**src/rtl/sample_message_printer_pkg.sv**
```systemverilog
// Shared types/constants for the sample message printer: FSM encoding, ASCII bases, message geometry.
// Pure declarations; no timing or flow control of its own.
package sample_message_printer_pkg;

  typedef enum logic [2:0] {
    ST_IDLE     = 3'd0,
    ST_ROM_RD   = 3'd1,
    ST_ROM_WAIT = 3'd2,
    ST_SEND     = 3'd3,
    ST_TX_ACK   = 3'd4,
    ST_TX_DONE  = 3'd5
  } state_t;

  localparam logic [7:0] ASCII_ZERO    = 8'h30;
  localparam logic [7:0] ASCII_UPPER_A = 8'h41;
  localparam logic [7:0] ASCII_LOWER_A = 8'h61;

  localparam int DEF_PREFIX_LEN = 8;
  localparam int DEF_MSG_LEN    = 10;

  // Message index -> ROM address; the two hex digits occupy indices without a ROM slot.
  function automatic logic [3:0] rom_index(input logic [3:0] idx, input logic [3:0] prefix_len);
    return (idx < prefix_len) ? idx : idx - 4'd2;
  endfunction

endpackage

```
**src/rtl/sample_message_printer_nibble_to_ascii.sv**
```systemverilog
// Combinational 4-bit nibble to ASCII hex digit; zero latency, no flow control.
module nibble_to_ascii
  import sample_message_printer_pkg::*;
#(
  parameter bit HEX_UPPER = 1'b1
) (
  input  logic [3:0] i_nibble,
  output logic [7:0] o_ascii
);

  logic [7:0] w_alpha_base;

  assign w_alpha_base = HEX_UPPER ? ASCII_UPPER_A : ASCII_LOWER_A;

  always_comb begin
    o_ascii = ASCII_ZERO + {4'b0000, i_nibble};
    if (i_nibble > 4'd9) begin
      o_ascii = w_alpha_base + {4'b0000, i_nibble} - 8'd10;
    end
  end

endmodule

```
**src/rtl/sample_message_printer.sv**
```systemverilog
// Prints each accepted sample as "<prefix>HH<suffix>" from the message ROM via the UART; first strobe 4 cycles
// after acceptance, each byte waits for tx_busy low; samples arriving while busy are dropped and flagged.
module sample_message_printer
  import sample_message_printer_pkg::*;
#(
  parameter int PREFIX_LEN = DEF_PREFIX_LEN,
  parameter int MSG_LEN    = DEF_MSG_LEN,
  parameter bit HEX_UPPER  = 1'b1
) (
  input  logic       clk,
  input  logic       rst_n,
  input  logic       sample_valid,
  input  logic [7:0] sample_data,
  output logic       busy,
  output logic       dropped,
  output logic [3:0] rom_addr,
  input  logic [7:0] rom_data,
  output logic [7:0] tx_data,
  output logic       new_tx_data,
  input  logic       tx_busy
);

  localparam logic [3:0] IDX_PREFIX = 4'(PREFIX_LEN);
  localparam logic [3:0] IDX_HI     = 4'(PREFIX_LEN);
  localparam logic [3:0] IDX_LO     = 4'(PREFIX_LEN + 1);
  localparam logic [3:0] IDX_LAST   = 4'(MSG_LEN + 1);

  state_t     r_state;
  logic [3:0] r_index;
  logic [3:0] r_rom_addr;
  logic [7:0] r_sample;
  logic [7:0] r_byte;
  logic [7:0] r_tx_data;
  logic       r_new_tx;
  logic       r_busy;
  logic       r_dropped;

  state_t     w_state;
  logic [3:0] w_index;
  logic [3:0] w_rom_addr;
  logic [7:0] w_sample;
  logic [7:0] w_byte;
  logic [7:0] w_tx_data;
  logic       w_new_tx;
  logic       w_busy;
  logic       w_dropped;
  logic [3:0] w_index_inc;
  logic       w_cur_is_digit;
  logic       w_inc_is_digit;
  logic [3:0] w_nibble;
  logic [7:0] w_ascii;

  assign w_index_inc    = r_index + 4'd1;
  assign w_cur_is_digit = (r_index == IDX_HI) || (r_index == IDX_LO);
  assign w_inc_is_digit = (w_index_inc == IDX_HI) || (w_index_inc == IDX_LO);
  assign w_nibble       = (r_index == IDX_HI) ? r_sample[7:4] : r_sample[3:0];

  nibble_to_ascii #(
    .HEX_UPPER (HEX_UPPER)
  ) u_nibble_to_ascii (
    .i_nibble (w_nibble),
    .o_ascii  (w_ascii)
  );

  always_ff @(posedge clk or negedge rst_n) begin
    if (!rst_n) begin
      r_state    <= ST_IDLE;
      r_index    <= 4'd0;
      r_rom_addr <= 4'd0;
      r_sample   <= 8'h00;
      r_byte     <= 8'h00;
      r_tx_data  <= 8'h00;
      r_new_tx   <= 1'b0;
      r_busy     <= 1'b0;
      r_dropped  <= 1'b0;
    end else begin
      r_state    <= w_state;
      r_index    <= w_index;
      r_rom_addr <= w_rom_addr;
      r_sample   <= w_sample;
      r_byte     <= w_byte;
      r_tx_data  <= w_tx_data;
      r_new_tx   <= w_new_tx;
      r_busy     <= w_busy;
      r_dropped  <= w_dropped;
    end
  end

  always_comb begin
    w_state    = r_state;
    w_index    = r_index;
    w_rom_addr = r_rom_addr;
    w_sample   = r_sample;
    w_byte     = r_byte;
    w_tx_data  = r_tx_data;
    w_new_tx   = 1'b0;
    w_busy     = r_busy;
    w_dropped  = sample_valid && (r_state != ST_IDLE);

    case (r_state)
      ST_IDLE: begin
        if (sample_valid) begin
          w_sample   = sample_data;
          w_index    = 4'd0;
          w_rom_addr = 4'd0;
          w_busy     = 1'b1;
          w_state    = ST_ROM_RD;
        end
      end

      ST_ROM_RD: begin
        if (w_cur_is_digit) begin
          w_byte  = w_ascii;
          w_state = ST_SEND;
        end else begin
          w_rom_addr = rom_index(r_index, IDX_PREFIX);
          w_state    = ST_ROM_WAIT;
        end
      end

      ST_ROM_WAIT: begin
        w_byte  = rom_data;
        w_state = ST_SEND;
      end

      ST_SEND: begin
        if (!tx_busy) begin
          w_tx_data = r_byte;
          w_new_tx  = 1'b1;
          w_state   = ST_TX_ACK;
        end
      end

      ST_TX_ACK: begin
        w_state = ST_TX_DONE;
      end

      ST_TX_DONE: begin
        if (!tx_busy) begin
          w_index = w_index_inc;
          if (r_index == IDX_LAST) begin
            w_busy  = 1'b0;
            w_state = ST_IDLE;
          end else begin
            // Address is presented one state early so the registered ROM has data by ROM_WAIT.
            if (!w_inc_is_digit) begin
              w_rom_addr = rom_index(w_index_inc, IDX_PREFIX);
            end
            w_state = ST_ROM_RD;
          end
        end
      end

      default: begin
        w_state = ST_IDLE;
        w_busy  = 1'b0;
      end
    endcase
  end

  assign busy        = r_busy;
  assign dropped     = r_dropped;
  assign rom_addr    = r_rom_addr;
  assign tx_data     = r_tx_data;
  assign new_tx_data = r_new_tx;

endmodule

```
**config.mk**
```make
export PLATFORM = sky130hd
export DESIGN_NAME = sample_message_printer
export DESIGN_NICKNAME = d
export VERILOG_FILES = /design/src/rtl/sample_message_printer_pkg.sv /design/src/rtl/sample_message_printer_nibble_to_ascii.sv /design/src/rtl/sample_message_printer.sv
export SDC_FILE = /design/constraint.sdc
export NUM_CORES = 1
export LEC_CHECK = 0
export BUFFER_PORTS_ARGS = -buffer_cell sky130_fd_sc_hd__buf_4
export CORE_MARGIN = 1
export CORE_UTILIZATION = 30
export CTS_CLUSTER_DIAMETER = 80
export DETAILED_ROUTE_END_ITERATION = 12
export MAX_ROUTING_LAYER = met4
export PLACE_DENSITY = 0.59
export SYNTH_ARGS = -nofsm -noshare
export SYNTH_HDL_FRONTEND = slang
export SYNTH_SLANG_ARGS = --single-unit
```
**constraint.sdc**
```tcl
create_clock -name clk -period 3.3 [get_ports clk]
set_input_delay 0.66 -clock clk [delete_from_list [all_inputs] [get_ports clk]]
set_output_delay 0.66 -clock clk [all_outputs]
set_load 0.005 [all_outputs]
```
# Yosys cells after proc, flatten, opt, wreduce, memory -nomap -nowiden
# Index checks and enable logic that the tools add are counted.
dict set report word_totals {
  wordCells 80
  out_inout_bits 15
  reg_bits 38
  input_bits 20
}
dict set report classes {
  muxes 26
  bitwise_logic 2
  addsub 6
  n_reduce_logical 16
  eq_ne 18
  magnitude_cmp 3
}
# cell count
set ops {}
lappend ops {{4-bit two-way mux} 9}
lappend ops {{4-bit == test (second input constant)} 5}
lappend ops {{3-bit one-hot mux with 6 select lines} 1}
lappend ops {{8-bit two-way mux} 2}
lappend ops {{2-bit inequality test (second input constant)} 8}
lappend ops {{8-bit one-hot mux with 2 select lines} 1}
lappend ops {{4-bit one-hot mux with 3 select lines} 1}
lappend ops {{3-bit two-way mux} 3}
lappend ops {{7-bit by 4-bit adder with 8-bit output (first input constant)} 1}
lappend ops {{4-bit < comparator (second input constant)} 2}
lappend ops {{4-bit one-hot mux with 2 select lines} 1}
lappend ops {{4-bit by 2-bit subtractor with 4-bit output (second input constant)} 2}
lappend ops {{8-bit by 4-bit subtractor with 8-bit output (second input constant)} 1}
lappend ops {{6-bit by 4-bit adder with 7-bit output (first input constant)} 1}
lappend ops {{1-bit two-way mux} 7}
lappend ops {{3-bit by 2-bit == test with 1-bit output (second input constant)} 2}
lappend ops {{3-bit == test (second input constant)} 2}
lappend ops {{2-bit AND reduction} 3}
lappend ops {{3-bit AND reduction} 2}
lappend ops {{6-bit AND reduction} 1}
lappend ops {{3-bit nonzero test} 2}
lappend ops {{4-bit by 1-bit adder with 4-bit output (second input constant)} 1}
lappend ops {{4-bit greater-than comparator (second input constant)} 1}
lappend ops {{4-bit AND reduction} 1}
lappend ops {{8 further kinds} 11}

# Depth between registers and ports, before layout
# Gate-level depths: netlist of run 1.
dict set report depth {
  ltp_word 7
  ltp_mapped 11
  depth_no_buf 11
}

# Modules after synthesis
# Synthesis of run 1 repeated with hierarchy kept, for this count alone.
dict set report hier_totals {
  hier_cells 178
  area_unflattened_um2 2145.8
}
# module cells_each seq_area_each_um2 instances area_per_inst_um2
set by_module_without_submodules {}
lappend by_module_without_submodules {sample_message_printer 163 950.9 1 2025.7}
lappend by_module_without_submodules {nibble_to_ascii 15 0.0 1 120.1}

# Worst setup path after synthesis of run 1
# No wires, ideal clock.
dict set report synth_timing {
  kind {register -> register}
  start {register r_index[0]}
  end {register r_byte[6]}
  setup_ns 0.126
  required_ns 3.174
  path_buffers 0
  period_less_slack_ns 2.366
  slack_ns 0.934
  path_stages_with_launch 12
  arrival_time_ns 2.240
  path_cell_list {dfrtp_1 inv_1 ha_1 nand3b_4 mux2_2 inv_2 ha_1 nor2_1 o211ai_1 o21ai_1 and2_1 a221o_1}
}
dict set report synth_via {
  elab_chain_len 7
  elab_cells_between_ends 13
  cone_classes {3 x add/sub; 1 x order compare; 3 x eq/ne; 4 x mux; 2 x reduce/logical}
}
# item line
set synth_rtl {}
lappend synth_rtl {{start: declaration} sample_message_printer.sv:29} ;# logic [3:0] r_index;
lappend synth_rtl {{start signal: assignment} sample_message_printer.sv:78} ;# r_index <= w_index;
lappend synth_rtl {{4-bit == test} {sample_message_printer.sv:54, sample_message_printer.sv:56}}
lappend synth_rtl {{4-bit two-way mux} sample_message_printer.sv:56} ;# assign w_nibble = (r_index == IDX_HI) ? r_sample[7:4] : r_sample[3:0];
lappend synth_rtl {{7-bit by 4-bit adder with 8-bit output} sample_message_printer_nibble_to_ascii.sv:18} ;# o_ascii = w_alpha_base + {4'b0000, i_nibble} - 8'd10;
lappend synth_rtl {{8-bit by 4-bit subtractor with 8-bit output} sample_message_printer_nibble_to_ascii.sv:18}
lappend synth_rtl {{8-bit two-way mux} sample_message_printer_nibble_to_ascii.sv:17} ;# if (i_nibble > 4'd9) begin
lappend synth_rtl {{8-bit two-way mux} sample_message_printer.sv:112} ;# if (w_cur_is_digit) begin
lappend synth_rtl {{8-bit one-hot mux with 2 select lines} sample_message_printer.sv:100} ;# case (r_state)
lappend synth_rtl {{end signal: assignment} sample_message_printer.sv:81} ;# r_byte <= w_byte;
lappend synth_rtl {{end: declaration} sample_message_printer.sv:32} ;# logic [7:0] r_byte;
# Several ways; a longest one is shown, not always the timed one. The select of a mux whose other input is x is not followed.
# A chain may end at the register's enable or synchronous reset.

# Final worst setup path of run 1
dict set report layout_timing {
  start {register r_index[1]}
  end {register r_byte[1]}
}
# The elaborated chain is that of the path after synthesis.

==> parameters.txt, run 1 <==
Parameter                              Value

Setup path
  Number of cells on the worst reg-to-reg path ... 11
  List of cells traversed by the critical path ... inv_1, ha_1, nand3b_4, mux2_2, inv_2, ha_1, nor2_1, o21ai_0, o21ai_1, mux2i_1, a221oi_1
  Highest fanout seen on the critical path ... 10
  Arrival time worst endpoint ... 2.88 ns
  Worst reg2reg path startpoint ... r_index[1]
  Most common cell on crit path ... ha_1
  Cell class contributing the biggest share of worst-path delay ... compound AO/OA/AOI/OAI gates
  Standard cell with the maximum stage delay on the critical path ... dfrtp_1
  Total buffers and inverters traversed by the critical path ... 2
  Type of the worst setup path ... flop to flop
  Crit path launch type ... flop
  Required arrival time at the worst endpoint ... 3.50 ns
  Element type at the critical path end ... flop
  Register-to-register setup slack ... 0.62 ns
  Endpoint of the most critical register-to-register path ... r_byte[1]
  Maximum cell stage delay along the critical path ... 0.44 ns

CTS
  Number of buffers added to fix hold violations after cts ... 0
  Clock root buffer ... clkbuf_8
  Clock insertion delay at the later pin of the skew report ... 0.30 ns
  TritonCTS Buffers ... 5
  Clock Path Buffers ... 2
  TritonCTS clock tree ... yes
  Number of cells upsized or downsized after cts ... 0
  Clock transition at the register clock pins on the worst setup and hold paths after CTS ... 0.08 ns
  Deepest level of the CTS H-tree ... 2
  Sinks on Clock Net ... 38
  Post-CTS setup buffers ... 0

Min path
  Worst min path class ... input pin to async pin

Route
  Count of routing violations after the opening detailed-route iteration ... 84
  Number of nets with antenna violations after detailed routing ... 0
  Remaining routing DRC violations ... 0
  Routed wire per std cell ... 12.82 um
  TritonRoute pass-1 iters ... 4
  Total via count after detailed routing ... 1479
  Total Routed Length ... 4128 um
  Per-cell via count in the routed design ... 4.593

Pwr
  Internal power ... 1488 uW
  Pwr per Cell Area ... 902.9 mW/mm^2
  Part of the power in the clock network ... 20.8%
  Highest ir drop seen on vdd ... 0.2977 mV
  Switching component of the power ... 815.5 uW
  Flop pwr share ... 38.0%
  Combinational fraction of design power ... 41.2%
  Fraction of power spent switching nets ... 35.40%
  Total design power ... 2304 uW
  LEAKAGE ... 0.001145 uW

Floorplanning
  Die H ... 85.78 um
  Core Footprint ... 0.006794 mm^2
  Total die area ... 0.007358 mm^2
  Count of standard-cell rows ... 30
  Initial Util ... 30.99%
  Die extent in x ... 85.78 um
  Top-level port count ... 35

STA
  Fin. max-slew vios ... 0
  Least setup slack across all paths after layout ... 0.6179 ns
  Maximum clock frequency ... 0.3728 GHz
  Final setup TNS ... 0 ns
  Unrepaired setup endpoints after global routing ... no
  Setup-violating endpoint count in the final report ... 0
  Hold Vio Cnt, Final ... 0
  Final worst clock skew ... 0.008438 ns
  Final critical-path required period ... 2.682 ns
  Fin crit share ... 81.28%
  Max-slew headroom ... 65.69%
  Tightest Pin Transition ... 0.5147 ns

Synth
  Share of flip-flops with an asynchronous set or reset after synthesis ... 100.0%
  Syn Std Cell Area ... 0.002106 mm^2
  Cell count after synthesis ... 193
  Library cells used by synthesis ... 47
  Register bit count reported by yosys ... 38
  EDFF count, synth ... 0
  Synthesized netlist net count ... 221
  Most common flop cell mapped by yosys ... dfrtp_1
  Yosys warnings ... 0
  Post-synthesis area per instance ... 10.91 um^2
  Share of the yosys chip area belonging to registers ... 45.16%

Global route
  Pin count of the biggest net entering global routing ... 39
  Gr ovfl total ... 0
  Vias in the first global route ... 1484
  GRT Total Usage ... 12.92%
  First-pass GRT wire length ... 7162 um
  Number of antenna violations at the first check in global routing ... 0

Placement
  Last weighted congestion value of the routability-driven placer ... 0.9052
  Post-DP HPWL ... 3067 um
  I/O Buffers ... 34
  Setup slack at placement ... 0.6626 ns

Cells and area
  Synthesis-to-finish area growth ... 21.15%
  Fraction of final layout cells with drive strength greater than 1 ... 32.74%
  Final Core Density ... 37.55%
  Total inserted antenna cells ... 0
  Layout net count ... 253

Outcome
  Outcome ... completed

Run
  Number of maximum-capacitance constraint violations ... 0
==> how the worst max path moves through the flow <==
stage                     startpoint  slack [ns]   endpoint  cells after the start
after floorplan           r_index[0]        0.93  r_byte[6]                     11
after global placement    r_index[0]        0.80  r_byte[1]                     10
after detailed placement  r_index[1]        0.66  r_byte[1]                     11
after CTS                 r_index[1]        0.61  r_byte[1]                     11
after global routing      r_index[1]        0.42  r_byte[1]                     11
final                     r_index[1]        0.62  r_byte[1]                     11
==> sequential cells by signal, summed over array words and instances (netlist names) <==
signal / count
r_byte: 8
r_sample: 8
tx_data: 8
r_index: 4
rom_addr: 4
r_state: 3
busy: 1
dropped: 1
new_tx_data: 1
==> cells in the final DEF, fill, tap and decap left out, types with 5 or more instances in the layout <==
cell and count:
a21oi_1 7, buf_4 34, clkbuf_8 5, dfrtp_1 38, ha_1 8, inv_1 10, mux2_2 18, mux2i_1 8
nand2_1 13, nor2_1 14, nor3_1 6, o21ai_0 8
==> per-layer routing <==
layer,GRT usage (%),vias to the layer above,share of wire [%]
met1,16.82,705,50
li1,-,740,-
met3,3.176,7,3.3
met2,19.42,27,45
met5,-,-,0
met4,5.000,0,1.4
==> metrics by stage <==
stage               cells  cell area (um^2)  hold slack, ns
finish                322              2551          0.3115
global route          322              2551          0.3464
CTS                   322              2551          0.3287
detailed placement    314              2414          0.4764
global placement      314              2414          0.4755
floorplan             193              2106          0.3644
==> power by group through the flow <==
stage | registers, uW | clock network [uW] | logic, uW
6_report | 875 | 479 | 950
5_1_grt | 914 | 512 | 1070
4_1_cts | 875 | 489 | 963
3_5_place_dp | 883 | 0 | 952
3_3_place_gp | 887 | 0 | 932
2_1_floorplan | 791 | 0 | 791
==> cell type report <==
cell class | instances | area [um^2]
Tap cell | 96 | 120.1
Multi-Input combinational cell | 134 | 1042
Sequential cell | 38 | 950.9
Fill cell | 680 | 4243
Timing Repair Buffer | 34 | 255.2
Clock inverter | 3 | 68.82
Clock buffer | 5 | 68.82
Inverter | 12 | 45.04
==> cell usage after synthesis (3+ instances only) <==
| master | number | area, um^2 |
|---|---|---|
| a211oi_1 | 3 | 22.52 |
| a21oi_1 | 7 | 35.03 |
| a221o_1 | 3 | 30.03 |
| buf_6 | 4 | 45.04 |
| clkbuf_1 | 4 | 15.01 |
| dfrtp_1 | 38 | 950.9 |
| ha_1 | 8 | 100.1 |
| inv_1 | 10 | 37.54 |
| mux2_2 | 18 | 202.7 |
| mux2i_1 | 8 | 80.08 |
| nand2_1 | 13 | 48.80 |
| nand3_1 | 4 | 20.02 |
| nor2_1 | 14 | 52.55 |
| nor3_1 | 6 | 30.03 |
| nor3b_1 | 4 | 30.03 |
| o21ai_0 | 8 | 40.04 |
| xnor2_1 | 3 | 26.28 |
==> cell families after synthesis <==
kind of cell | share of synthesized area [%]
mux | 14.85
buf+inv | 5.348
flops | 45.16
simple gates | 15.39
xor+xnor | 2.971
compound gates | 11.53
fa+ha+maj | 4.754
No activity file was read; power rests on OpenSTA's default activity.
==> run 2: changes to the inputs <==
- PLACE_DENSITY: 0.59 -> 0.61
- clock period: 3.3 -> 2.4 ns (I/O delays scaled with it)
==> run 2 against run 1 <==
Combinational power up 61%. Register-to-register slack worse by 0.49 ns. Clock power down 2%. Global-route usage up 0.45 points. Critical path depth unchanged. Sequential share of layout area down 0.96 points. Fmax up 18%. Clock skew up 0.0015 ns. Final cell count up 3.4%. Worst setup slack worse by 0.49 ns. Total power up 37%. Via count up 4.3%. Largest power group unchanged. Highest routed layer unchanged.
==> parameters.txt, run 2 (synthesis gave the netlist of run 1 again) <==
Parameter                              Value

Outcome
  Outcome ... completed

Route
  Met2 Routed Length ... 2091 um
  Total Routed Length ... 4419 um
  Number of nets with antenna violations after detailed routing ... 0
  TritonRoute pass-1 iters ... 4
  Per-cell via count in the routed design ... 4.634
  Total via count after detailed routing ... 1543
  Count of routing violations after the opening detailed-route iteration ... 46
  Amount of wire on met3 after detailed routing ... 157 um
  Routed wire per std cell ... 13.27 um
  Remaining routing DRC violations ... 0
  Highest metal layer with signal wires ... met4
  Routed met1 length ... 2139 um

Cells and area
  Fraction of final layout cells with drive strength greater than 1 ... 37.97%
  Layout net count ... 264
  Total inserted antenna cells ... 0
  Sequential standard cell area ... 950.9 um^2
  Most common library cell in the layout ignoring fill and taps ... buf_4
  Total area of multi-input combinational cells ... 0.001070 mm^2
  Fill cell count ... 689
  Filler-free cell count of the finished design ... 333
  Design area ... 0.002619 mm^2
  Commonest cells after routing, fill and taps aside ... buf_4, dfrtp_1, mux2_2
  Synthesis-to-finish area growth ... 24.36%

Setup path
  Crit path launch type ... flop
  Register-to-register setup slack ... 0.13 ns
  Highest fanout seen on the critical path ... 4
  Endpoint of the most critical register-to-register path ... r_byte[6]
  Arrival time worst endpoint ... 2.45 ns
  Type of the worst setup path ... flop to flop
  Standard cell with the maximum stage delay on the critical path ... dfrtp_1
  Maximum cell stage delay along the critical path ... 0.38 ns
  Element type at the critical path end ... flop
  Total buffers and inverters traversed by the critical path ... 2
  Required arrival time at the worst endpoint ... 2.58 ns
  Number of cells on the worst reg-to-reg path ... 11
  Worst reg2reg path startpoint ... r_index[1]
  List of cells traversed by the critical path ... inv_1, ha_4, nand3b_4, mux2_4, inv_2, ha_2, nor2_2, o211ai_1, o21ai_2, and2_4, a221o_1
  Cell class contributing the biggest share of worst-path delay ... compound AO/OA/AOI/OAI gates
  CP startpoint ... r_index[1]

Global route
  Number of antenna violations at the first check in global routing ... 0
  Gr ovfl total ... 0
  Pin count of the biggest net entering global routing ... 39
  First-pass GRT wire length ... 7458 um
  GRT Total Usage ... 13.37%
  Vias in the first global route ... 1503

CTS
  TritonCTS clock tree ... yes
  Deepest level of the CTS H-tree ... 2
  Number of buffers added to fix hold violations after cts ... 0
  Clock insertion delay at the later pin of the skew report ... 0.30 ns
  Clock Path Buffers ... 2
  Clock transition at the register clock pins on the worst setup and hold paths after CTS ... 0.08 ns
  Clock root buffer ... clkbuf_8
  Sinks on Clock Net ... 38
  TritonCTS Buffers ... 5

STA
  Fin crit share ... 94.58%
  Setup-violating endpoint count in the final report ... 0
  Final critical-path required period ... 2.270 ns
  Final worst clock skew ... 0.009904 ns
  Final setup TNS ... 0 ns
  Max-slew headroom ... 68.31%
  Worst hold slack ... 0.1359 ns
  Hold Vio Cnt, Final ... 0
  Maximum clock frequency ... 0.4405 GHz
  Fin. max-slew vios ... 0
  Tightest Pin Transition ... 0.4753 ns
  Unrepaired setup endpoints after global routing ... no

Floorplanning
  Die extent in x ... 85.78 um
  Initial Util ... 30.99%
  Count of standard-cell rows ... 30
  Top-level port count ... 35
  Core Footprint ... 0.006794 mm^2
  Die H ... 85.78 um
  Total die area ... 0.007358 mm^2

Placement
  Post-DP HPWL ... 3260 um
  Instance area at placement ... 0.002489 mm^2
  I/O Buffers ... 34
  Number of instances in the placed design ... 324
  Last weighted congestion value of the routability-driven placer ... 0.8535

Pwr
  Highest ir drop seen on vdd ... 0.3455 mV
  Combinational fraction of design power ... 48.6%
  Flop pwr share ... 36.5%
  Total design power ... 3146 uW
  LEAKAGE ... 0.001186 uW
  Switching component of the power ... 1172 uW
  Part of the power in the clock network ... 14.9%
  Internal power ... 1973 uW
  Pwr per Cell Area ... 1201 mW/mm^2
  Fraction of power spent switching nets ... 37.27%

Run
  Number of maximum-capacitance constraint violations ... 0

Min path
  Worst min path class ... input pin to async pin
[run 2: worst max path at each step]
stage                 to  slack [ns]  cells after the start
5_1_grt        r_byte[6]       0.009                     11
4_1_cts        r_byte[1]        0.05                     11
2_1_floorplan  r_byte[6]        0.03                     11
3_5_place_dp   r_byte[1]      -0.004                     11
6_report       r_byte[6]        0.13                     11
3_3_place_gp   r_byte[1]        0.12                     11
[run 2: final cells by class]
cell class | instances | share of cell area, %
Inverter | 12 | 1.720
Multi-Input combinational cell | 134 | 40.85
Sequential cell | 38 | 36.31
Clock buffer | 6 | 3.153
Clock inverter | 2 | 0.4778
Tap cell | 96 | 4.587
Timing Repair Buffer | 45 | 12.90
[run 2: layer usage]
metal / up-vias / GRT usage (%)
met4: 0 / 4.242
met1: 748 / 17.83
met2: 24 / 20.00
met5: - / -
met3: 4 / 3.369
li1: 767 / -
[run 2: timing repair]
item                                    4_1_cts  5_1_grt
resized for setup                             1        6
setup buffers                                 0        1
pin swaps                                     0        1
endpoints found under the setup margin        1        5
[run 2: power by group through the flow]
stage / Sequential, uW / Clock, uW / Combinational, uW
after global placement: 1160 / 0 / 1410
final: 1150 / 470 / 1530
after detailed placement: 1160 / 0 / 1450
after global routing: 1190 / 503 / 1700
after floorplan: 1090 / 0 / 1090
after CTS: 1150 / 483 / 1470
[run 2: metrics by stage]
stage | setup slack [ns] | utilization, %
final | 0.1301 | 38.55
after global routing | 0.008612 | 38.55
after floorplan | 0.03374 | -
after detailed placement | -0.003924 | 36.63
after CTS | 0.04824 | 38.08
after global placement | 0.1157 | 36.63
